==> config.mk <==
export PLATFORM = sky130hd
export DESIGN_NAME = seq_addsub
export DESIGN_NICKNAME = d
export VERILOG_FILES = /design/src/rtl/seq_addsub.sv
export SDC_FILE = /design/constraint.sdc
export NUM_CORES = 1
export LEC_CHECK = 0
export CORE_MARGIN = 2
export CORE_UTILIZATION = 45
export DETAILED_ROUTE_END_ITERATION = 7
export HOLD_SLACK_MARGIN = 0.05
export PLACE_DENSITY_LB_ADDON = 0.08
export SYNTH_ARGS = -nofsm -noshare
export SYNTH_HDL_FRONTEND = slang
export SYNTH_SLANG_ARGS = --single-unit
==> constraint.sdc <==
create_clock -name clk -period 3.6 [get_ports clk]
set_input_delay 0.72 -clock clk [delete_from_list [all_inputs] [get_ports clk]]
set_output_delay 0.72 -clock clk [all_outputs]
set_load 0.02 [all_outputs]
==> src/rtl/seq_addsub.sv <==
// seq_addsub: multi-cycle adder/subtractor processing CHUNK bits per clock
// Ports:
//   clk, rst              clock and asynchronous active-high reset
//   start                 request, sampled only while idle
//   a, b, cin, sub        operands, carry/borrow-in and mode, latched on accept
//   busy                  high while slices are being computed
//   done                  one-cycle pulse when result and flags update
//   result                last completed result
//   cout, ovf, zero, neg  final carry, signed overflow, result==0, result MSB
module seq_addsub #(
   parameter int WIDTH = 16,
   parameter int CHUNK = 4
) (
   input  logic             clk,
   input  logic             rst,
   input  logic             start,
   input  logic [WIDTH-1:0] a,
   input  logic [WIDTH-1:0] b,
   input  logic             cin,
   input  logic             sub,
   output logic             busy,
   output logic             done,
   output logic [WIDTH-1:0] result,
   output logic             cout,
   output logic             ovf,
   output logic             zero,
   output logic             neg
);
   localparam int NSLICE = WIDTH / CHUNK;
   localparam int KW = NSLICE > 1 ? $clog2(NSLICE) : 1;
   typedef enum logic [1:0] {IDLE, RUN, DONE} state_t;
   state_t state_q, state_d;
   logic [WIDTH-1:0] a_q, a_d, b_q, b_d, acc_q, acc_d, result_q, result_d, acc_n;
   logic carry_q, carry_d, cout_q, cout_d, ovf_q, ovf_d, zero_q, zero_d, neg_q, neg_d;
   logic [KW-1:0] k_q, k_d;
   logic [CHUNK:0] sum;
   logic last;
   // Operands shift down one slice per cycle so the active slice is always
   // the low CHUNK bits; the accumulator fills from the top, so after NSLICE
   // shifts slice 0 sits at the bottom.
   always_comb begin
      sum = {1'b0, a_q[CHUNK-1:0]} + {1'b0, b_q[CHUNK-1:0]} + {{CHUNK{1'b0}}, carry_q};
      acc_n = (WIDTH'(sum[CHUNK-1:0]) << (WIDTH - CHUNK)) | (acc_q >> CHUNK);
      last = k_q == KW'(NSLICE - 1);
      state_d = state_q;
      a_d = a_q;
      b_d = b_q;
      acc_d = acc_q;
      carry_d = carry_q;
      k_d = k_q;
      result_d = result_q;
      cout_d = cout_q;
      ovf_d = ovf_q;
      zero_d = zero_q;
      neg_d = neg_q;
      case (state_q)
         IDLE: if (start) begin
            a_d = a;
            b_d = b ^ {WIDTH{sub}};
            carry_d = cin ^ sub;
            k_d = '0;
            state_d = RUN;
         end
         RUN: begin
            a_d = a_q >> CHUNK;
            b_d = b_q >> CHUNK;
            acc_d = acc_n;
            carry_d = sum[CHUNK];
            k_d = k_q + KW'(1);
            if (last) begin
               state_d = DONE;
               result_d = acc_n;
               cout_d = sum[CHUNK];
               // on the last slice the low bits of a_q/b_q hold the operand MSBs
               ovf_d = (a_q[CHUNK-1] == b_q[CHUNK-1]) && (sum[CHUNK-1] != a_q[CHUNK-1]);
               zero_d = acc_n == '0;
               neg_d = acc_n[WIDTH-1];
            end
         end
         default: state_d = IDLE;
      endcase
   end
   always_ff @(posedge clk or posedge rst) begin
      if (rst) begin
         state_q <= IDLE;
         a_q <= '0;
         b_q <= '0;
         acc_q <= '0;
         carry_q <= 1'b0;
         k_q <= '0;
         result_q <= '0;
         cout_q <= 1'b0;
         ovf_q <= 1'b0;
         zero_q <= 1'b0;
         neg_q <= 1'b0;
      end else begin
         state_q <= state_d;
         a_q <= a_d;
         b_q <= b_d;
         acc_q <= acc_d;
         carry_q <= carry_d;
         k_q <= k_d;
         result_q <= result_d;
         cout_q <= cout_d;
         ovf_q <= ovf_d;
         zero_q <= zero_d;
         neg_q <= neg_d;
      end
   end
   assign busy = state_q == RUN;
   assign done = state_q == DONE;
   assign result = result_q;
   assign cout = cout_q;
   assign ovf = ovf_q;
   assign zero = zero_q;
   assign neg = neg_q;
endmodule

==> metrics.txt, run 1 <==
Netlist cell types=30; Slew Viols, Final=0; min-delay worst type=reg2reg; RSZ-0062 raised after global routing=no; CTS tree=yes; Hold Buf Count CTS=0; grt ovf=0; Area contributors post-synth=dfrtp_1 (53%), mux2_4 (5.7%), nand2_1 (5.7%), xnor2_1 (3.8%), a21oi_1 (3.0%); PortBufs=58; Synth Register Bits=68; CTS Sinks=a little under 70; Clk pin slew, worst setup/hold paths=0.07 ns; Crit path required time=between 2 and 3 ns; Total GRT Usage=0.1809; Leakage=1.783 nW; biggest area consumer among synthesized cells=dfrtp_1; Final ANT Viol Nets=0; largest net degree at the start of global routing=69; Synth Cell Area=3186 sq um; setup violators final=0; Mapped Cells=294; Yosys top cell area share=0.5342; fin util=0.5859; Final min period=about 3.0 ns; core region area=6832 sq um; Ys Warns=0; Crit path largest cell delay=0.72 ns; critical path class=reg2out; # DRC=0; share of cells above drive strength 1=0.1105; Critical Path AT=2.29 ns; worst vdd ir=0.2914 mV; Worst Setup SP=state_q[1]$_DFFE_PP0P_; Rows=30; Final Hold Viols=0; Critical Path Fanout Max=25; post-route setup TNS=0 ns; Worst slew margin=0.3996; crit share post-route=0.8366; Initial Util=0.4663; slowest stage cell on the critical path=dfrtp_1; chip height=88.14 um; drt first pass iters=4; pwr dens=889.2 nW/um^2; initial antenna violation count=0; Vias=2296; Seq/Total Area, Yosys=0.5342; Worst Max-Slew Pin Slew=0.8977 ns; first-pass GRT wire length=~11 mm; fmax=~0.33 GHz; number of CTS-inserted buffers=9; post-cts sizing count=0; IO Count=59; vias in the first global route=about 2300; die area=between 7000 and 8000 sq um; number of H-tree levels=3; latest clock arrival within the worst-skew pair=0.34 ns; Hold Crit Start=a_q[7]$_DFFE_PP0P_; Vias per Instance=5.114; total routed wirelength=6.294 mm; Diodes inserted=0; Synth-to-Final Area Change=25.65%; Mapped Avg Cell Area=10.84 sq um; Clock Skew=about 0.0082 ns; CP dominant cell by count=inv_6; syn nets=337; Wirelength per Cell=14.02 um; Final Power=around 0.0036 W; setup bufs post-CTS=0; outcome=finished clean; CP startpoint kind=flip-flop; Final GP Congestion=about 0.7; CP Cell Sequence=inv_6, nand2_4, inv_6, clkdlybuf4s50_1; number of max-cap violations=0; Die Width=88.14 um; initial detailed-routing violation count=68; kind of end point of the critical path=primary output; hold_ws=~0.48 ns; clock buffer depth=2; R2R Path Start=state_q[1]$_DFFE_PP0P_; Post-DP HPWL=4.353 mm; CTS root buf=clkbuf_8; Final #Nets=391
## power by group
| part | leakage [nW] | internal (W) | switching, W |
|---|---|---|---|
| registers | 0.846 | 0.00111 | 0.000286 |
| logic | 0.834 | 0.000755 | 0.000768 |
| clock network | 0.102 | 0.000356 | 0.000287 |
## synth_stat cells
library cell  count
dfrtp_1          68
nand2_1          48
nor2_1           20
a21oi_1          19
o21ai_0          18
xnor2_1          14
a22oi_1          12
mux2_4           12
nor2b_1          11
a22o_1            9
buf_2             9
o22a_1            8
xor2_1            6
o22ai_1           5
clkbuf_1          4
ha_1              4
buf_4             3
buf_6             3
inv_1             3
nor4_1            3
a21o_1            2
fa_1              2
inv_6             2
mux2_2            2
nand2_4           2
nand3_1           1
nand4_1           1
nor2b_2           1
o21a_1            1
o31ai_1           1
## critical path, delay by kind of cell, from the launching register on
kind	cells	cell delay, ns
buffers and inverters	3	1.06
AND/OR/NAND/NOR	1	0.16
flip-flops	1	0.72
## kinds of logic (layout without fill, tap and decap cells)
| family | Yosys count | after routing | share of synthesized area |
|---|---|---|---|
| multiplexers | 14 | 14 | 0.06363 |
| AND/OR/NAND/NOR | 87 | 87 | 0.1210 |
| XOR/XNOR | 20 | 20 | 0.05499 |
| adder cells (fa/ha/maj) | 6 | 6 | 0.02828 |
| flip-flops | 68 | 68 | 0.5342 |
| AO/OA/AOI/OAI | 75 | 75 | 0.1524 |
| buffers and inverters | 24 | 83 | 0.04556 |
## routing by layer
metal | share of wire | vias up | routed length [um] | track usage
li1 | - | 1118 | - | -
met1 | 0.43 | 1113 | 2737 | 0.2242
met2 | 0.51 | 53 | 3221 | 0.3003
met3 | 0.033 | 12 | 207 | 0.03864
met4 | 0.020 | 0 | 128 | 0.08953
met5 | 0 | - | 0 | 0
## stage by stage
stage | std cells | instance area, sq um | worst slack (ns)
floorplan | 294 | 3186 | 1.168
global placement | 433 | 3800 | 0.9759
detailed placement | 433 | 3800 | 0.9562
CTS | 449 | 4003 | 0.5708
global route | 449 | 4003 | 0.4791
finish | 449 | 4003 | 0.5882
## layout make-up
| class | instances | area (sq um) |
|---|---|---|
| clock buffer | 12 | 155.1 |
| clock inverter | 4 | 47.55 |
| fill | 627 | 2829 |
| inverter | 5 | 28.78 |
| multi-input combinational | 202 | 1339 |
| sequential | 68 | 1702 |
| tap | 96 | 120.1 |
| timing repair buffer | 62 | 610.6 |
## flip-flops by register name, indices dropped and copies added (netlist names)
register,cells
result,16
k_q,2
a_q,16
acc_q,12
state_q,2
cout,1
carry_q,1
ovf,1
zero,1
b_q,16
## worst paths after layout
path                                           to  slack (ns)  depth (start not counted)
hold reg to reg                a_q[7]$_DFFE_PP0P_        0.48                          2
hold / removal                 a_q[7]$_DFFE_PP0P_        0.48                          2
max in group asynchronous     b_q[10]$_DFFE_PP0P_        2.11                          3
setup reg to reg           result[12]$_DFFE_PP0P_        1.45                          5
setup / recovery                             busy        0.59                          4
min in group asynchronous   result[8]$_DFFE_PP0P_        0.94                          3
## cells in the final DEF, fill, tap and decap left out, types with 5 or more instances in the layout
master           instances
xor2_1                   6
nor2b_1                 11
o22ai_1                  5
xnor2_1                 14
mux2_4                  12
clkdlybuf4s50_1         58
dfrtp_1                 68
o22a_1                   8
a22o_1                   9
nor2_1                  20
a21oi_1                 19
nand2_1                 48
a22oi_1                 12
o21ai_0                 17
clkbuf_8                11
No activity file was read; power rests on OpenSTA's default activity.
==> inputs of run 2 (changes only) <==
==> constraint.sdc (replaced) <==
create_clock -name clk -period 2.9 [get_ports clk]
set_input_delay 0.58 -clock clk [delete_from_list [all_inputs] [get_ports clk]]
set_output_delay 0.58 -clock clk [all_outputs]
set_load 0.02 [all_outputs]
==> metrics.txt, run 2 (synthesis results as in run 1) <==
outcome=finished clean; commonest non-fill, non-tap cells in the layout=dfrtp_1 (68), clkdlybuf4s50_1 (58), nand2_1 (48); Critical Path AT=1.88 ns (-0.41 ns); Worst Hold Path EP=a_q[6]$_DFFE_PP0P_; die area=7768 sq um (unchanged); vias in the first global route=2347 (+3.3%); # DRC=0 (unchanged); CP Cell Sequence=inv_6, nand2_4, inv_6, clkdlybuf4s50_1; worst setup margin=0.4437 ns (-0.1445 ns); latest clock arrival within the worst-skew pair=0.35 ns (about the same); fmax=0.4071 GHz; Slew Viols, Final=0 (unchanged); critical path class=reg2out; Hold Crit Start=a_q[6]$_DFFE_PP0P_; min-delay worst type=reg2reg; Hold Buf Count CTS=0 (unchanged); top sig layer=met4; largest net degree at the start of global routing=40 (-42%); pwr dens=1103 nW/um^2 (+24%); R2R Path Start=a_q[0]$_DFFE_PP0P_; cell depth of the worst setup path=4 (unchanged); Worst R2R Setup Slack=0.85 ns (-0.60 ns); slowest stage cell on the critical path=clkdlybuf4s50_1; Total GRT Usage=0.1904 (+0.009509); total routed wirelength=6.476 mm (+2.9%); Worst slew margin=0.4541 (+0.05449); Final Hold Viols=0 (unchanged); grt ovf=0 (unchanged); fin util=0.5921 (+0.006228); Crit path required time=2.32 ns (-0.56 ns); Place WS=0.6140 ns (-0.3422 ns); Final #Nets=394 (+0.77%); worst flop-to-flop path endpoint=zero$_DFFE_PP0P_; chip height=88.14 um (unchanged); Final GP Congestion=0.7788 (+9.7%); commonest non-fill, non-tap cell in the layout=dfrtp_1; post-cts sizing count=0 (unchanged); first-pass GRT wire length=11.38 mm (+6.5%); fillcell total=639 (+1.9%); setup bufs post-CTS=0 (unchanged); RSZ-0062 raised after global routing=no; Worst Max-Slew Pin Slew=0.8163 ns (-0.08148 ns); crit share post-route=0.8470; initial detailed-routing violation count=91 (+34%); Clock Skew=0.009473 ns (+0.001266 ns); number of H-tree levels=3 (unchanged); CTS root buf=clkbuf_8; CP top delay family=buffers and inverters; Leakage=1.802 nW (+1.1%); kind of end point of the critical path=primary output; share of cells above drive strength 1=0.1208 (+0.01030); post-route setup TNS=0 ns (unchanged); Vias per Instance=5.122 (+0.16%); Post-DP HPWL=4.426 mm (+1.7%); Crit path largest cell delay=0.63 ns (-0.09 ns); Critical Path Fanout Max=18 (-28%); CTS tree=yes; Diodes inserted=0 (unchanged); initial antenna violation count=0 (unchanged); Hold Crit Depth=2 (unchanged); CP startpoint kind=flip-flop; number of CTS-inserted buffers=9 (unchanged); Final Power=0.004464 W (+25%); setup violators final=0 (unchanged); number of max-cap violations=0 (unchanged); met2 wire len=3.269 mm (+1.5%); worst vdd ir=0.4110 mV (+41%); CTS Sinks=68 (unchanged); Clk pin slew, worst setup/hold paths=0.07 ns (about the same); clock buffer depth=2 (unchanged); Synth-to-Final Area Change=26.98%; IO Count=59 (unchanged); DR WL met3=241 um (+16%); PortBufs=58 (unchanged); Wirelength per Cell=14.33 um (+2.2%); Initial Util=0.4663 (unchanged); R2R cell count=6 (+1); Rows=30 (unchanged); Vias=2315 (+0.83%); drt first pass iters=5 (+1); placed cells=436 (+0.69%); DRT met1 WL=2.888 mm (+5.5%); Final ANT Viol Nets=0 (unchanged); core region area=6832 sq um (unchanged); Final min period=roughly 2.5 ns; Die Width=88.14 um (unchanged); Non-Filler Instances=452 (+0.67%); CP dominant cell by count=inv_6; Buffers & Inverters on Critical Path=3 (unchanged)
==> run 2: changes by cell type in the layout (fill, tap and decap cells not counted) <==
cell / change
clkbuf_1: -1
clkinvlp_4: +1
buf_4: +2
buf_12: +1
inv_6: +1
clkinv_2: -1
==> run 2: where the power goes <==
part           internal [W]  switching [W]
Sequential          0.00138       0.000301
Combinational      0.000947        0.00102
Clock              0.000445       0.000371
==> run 2: final cells by class <==
cell class / instances / area, sq um / share of cell area
tap: 96 / 120.1 / 0.02969
clock buffer: 11 / 151.4 / 0.03743
sequential: 68 / 1702 / 0.4207
inverter: 5 / 28.78 / 0.007114
timing repair buffer: 65 / 645.6 / 0.1596
clock inverter: 5 / 58.81 / 0.01454
multi-input combinational: 202 / 1339 / 0.3310
==> run 2: how the worst max path moves through the flow <==
stage,slack (ns),from,end
after detailed placement,0.61,start,b_q[14]$_DFFE_PP0P_
after global routing,0.35,state_q[1]$_DFFE_PP0P_,busy
after global placement,0.66,start,b_q[13]$_DFFE_PP0P_
after floorplan,0.61,rst,a_q[0]$_DFFE_PP0P_
final,0.44,state_q[1]$_DFFE_PP0P_,busy
after CTS,0.43,state_q[1]$_DFFE_PP0P_,busy
==> run 2: layer usage <==
layer / vias to the layer above / global-route usage
li1: 1122 / -
met1: 1133 / 0.2435
met5: - / 0
met2: 54 / 0.3182
met3: 6 / 0.05372
met4: 0 / 0.05372
==> run 2: worst min-delay path, delay by kind of cell, from the launching register on <==
kind / cells / cell delay (ns)
AO/OA/AOI/OAI: 1 / 0.06
flip-flops: 1 / 0.34
AND/OR/NAND/NOR: 1 / 0.05
==> run 2: through the flow <==
stage          area, sq um  hold WS (ns)
3_5_place_dp          3835        0.4700
3_3_place_gp          3835        0.4613
5_1_grt               4045        0.5045
6_report              4045        0.4793
4_1_cts               4045        0.4857
2_1_floorplan         3186        0.4502
==> inputs of run 3 (changes only) <==
==> constraint.sdc (replaced) <==
create_clock -name clk -period 2.2 [get_ports clk]
set_input_delay 0.44 -clock clk [delete_from_list [all_inputs] [get_ports clk]]
set_output_delay 0.44 -clock clk [all_outputs]
set_load 0.02 [all_outputs]
==> metrics.txt, run 3 (synthesis results as in run 1) <==
Worst R2R Setup Slack=0.24 ns (-0.61 ns); number of max-cap violations=0 (unchanged); Total GRT Usage=0.1804 (-0.009924); grt ovf=0 (unchanged); Hold Buf Count CTS=0 (unchanged); number of CTS-inserted buffers=9 (unchanged); RSZ-0062 raised after global routing=no; Slew Viols, Final=0 (unchanged); slowest stage cell on the critical path=clkdlybuf4s50_1; drt first pass iters=4 (-1); Vias per Instance=5.138 (+0.32%); CP Cell Sequence=inv_6, nor2_1, clkdlybuf4s50_1; Worst slew margin=0.7653 (+0.3112); first-pass GRT wire length=10.72 mm (-5.8%); R2R Path Start=b_q[0]$_DFFE_PP0P_; chip height=88.14 um (unchanged); Final ANT Viol Nets=0 (unchanged); Place WS=0.1992 ns (-0.4148 ns); commonest non-fill, non-tap cells in the layout=dfrtp_1 (68), clkdlybuf4s50_1 (57), nand2_1 (48); Vias=2343 (+1.2%); Crit path required time=1.76 ns (-0.56 ns); Leakage=1.822 nW (+1.1%); Non-Filler Instances=456 (+0.88%); Worst Setup SP=state_q[1]$_DFFE_PP0P_; worst vdd ir=0.6003 mV (+46%); Critical Path AT=1.56 ns (-0.32 ns); commonest non-fill, non-tap cell in the layout=dfrtp_1; number of H-tree levels=3 (unchanged); CP top delay family=buffers and inverters; largest net degree at the start of global routing=69 (+73%); CTS Sinks=68 (unchanged); Synth-to-Final Area Change=27.57%; worst flop-to-flop path endpoint=zero$_DFFE_PP0P_; setup violators final=0 (unchanged); pwr dens=1452 nW/um^2 (+32%); Clock Skew=0.005717 ns (-0.003756 ns); core region area=6832 sq um (unchanged); outcome=finished clean; crit path capture=done; cell depth of the worst setup path=3 (-1); share of cells above drive strength 1=0.1278 (+0.006991); min-delay worst type=in2async; post-route setup TNS=0 ns (unchanged); initial detailed-routing violation count=143 (+57%); fillcell total=626 (-2.0%); Buffers & Inverters on Critical Path=2 (-1); Post-DP HPWL=4.484 mm (+1.3%); Final min period=between 1.5 and 2 ns; CTS root buf=clkbuf_8; latest clock arrival within the worst-skew pair=0.34 ns (about the same); Critical Path Fanout Max=8 (-10); die area=7768 sq um (unchanged); CTS tree=yes; CP startpoint kind=flip-flop; # DRC=0 (unchanged); Diodes inserted=0 (unchanged); IO Count=59 (unchanged); fmax=between 0.5 and 0.6 GHz; Crit path largest cell delay=0.62 ns (about the same); initial antenna violation count=0 (unchanged); Wirelength per Cell=14.38 um (+0.38%); Worst Max-Slew Pin Slew=0.3520 ns (-0.4643 ns); total routed wirelength=6.558 mm (+1.3%); Final Hold Viols=0 (unchanged); crit share post-route=0.9076; Initial Util=0.4663 (unchanged); PortBufs=58 (unchanged); kind of end point of the critical path=primary output; critical path class=reg2out; Die Width=88.14 um (unchanged); worst setup margin=0.2032 ns (-0.2405 ns); Final #Nets=398 (+1.0%); placed cells=440 (+0.92%); Final GP Congestion=0.7511 (-3.6%); clock buffer depth=2 (unchanged); R2R cell count=6 (unchanged); Rows=30 (unchanged); vias in the first global route=2244 (-4.4%); Clk pin slew, worst setup/hold paths=0.07 ns (about the same)
## run 3: timing repair
item | in CTS | in global routing
buffers inserted | 0 | 0
gates resized for setup | 1 | 1
endpoints found under the setup margin | 1 | 1
cloned | 0 | 0
## run 3: worst min-delay path, stage by stage
cell and delay [ns]:
clkdlybuf4s50_1 0.41, inv_2 0.07, buf_12 0.31
## run 3: worst min-delay path by stage
| stage | to | slack, ns |
|---|---|---|
| after global placement | a_q[4]$_DFFE_PP0P_ | 0.46 |
| after global routing | a_q[6]$_DFFE_PP0P_ | 0.51 |
| after CTS | a_q[6]$_DFFE_PP0P_ | 0.49 |
| after detailed placement | a_q[6]$_DFFE_PP0P_ | 0.47 |
| after floorplan | a_q[10]$_DFFE_PP0P_ | 0.45 |
| final | result[8]$_DFFE_PP0P_ | 0.48 |
## run 3: area by class of cell
cell class                 instances  area [sq um]  share of cell area
clock buffer                      12         145.1             0.03571
clock inverter                     4         48.80             0.01201
inverter                           5         28.78            0.007081
multi-input combinational        202          1345              0.3310
sequential                        68          1702              0.4187
tap                               96         120.1             0.02956
timing repair buffer              69         674.4              0.1659
## run 3: report_power, final
group          leakage (nW)  total (W)  switching, W  internal, W
logic                 0.876    0.00266       0.00138      0.00128
registers             0.846    0.00223      0.000411      0.00181
clock network         0.100    0.00102      0.000463     0.000554
total                  1.82    0.00590       0.00225      0.00365
## run 3: layer usage
layer,track usage,wire (um)
met5,0,0
met4,0.05785,106
met3,0.05278,289
met2,0.2968,3215
met1,0.2309,2947
## run 3: metrics by stage
step / total power [W] / utilization / hold WS [ns] / cell area (sq um)
after floorplan: 0.004036 / - / 0.4502 / 3186
after global placement: 0.004852 / 0.5658 / 0.4618 / 3865
after detailed placement: 0.004925 / 0.5658 / 0.4704 / 3865
after CTS: 0.005936 / 0.5940 / 0.4856 / 4058
after global routing: 0.006324 / 0.5949 / 0.5057 / 4064
final: 0.005899 / 0.5949 / 0.4828 / 4064
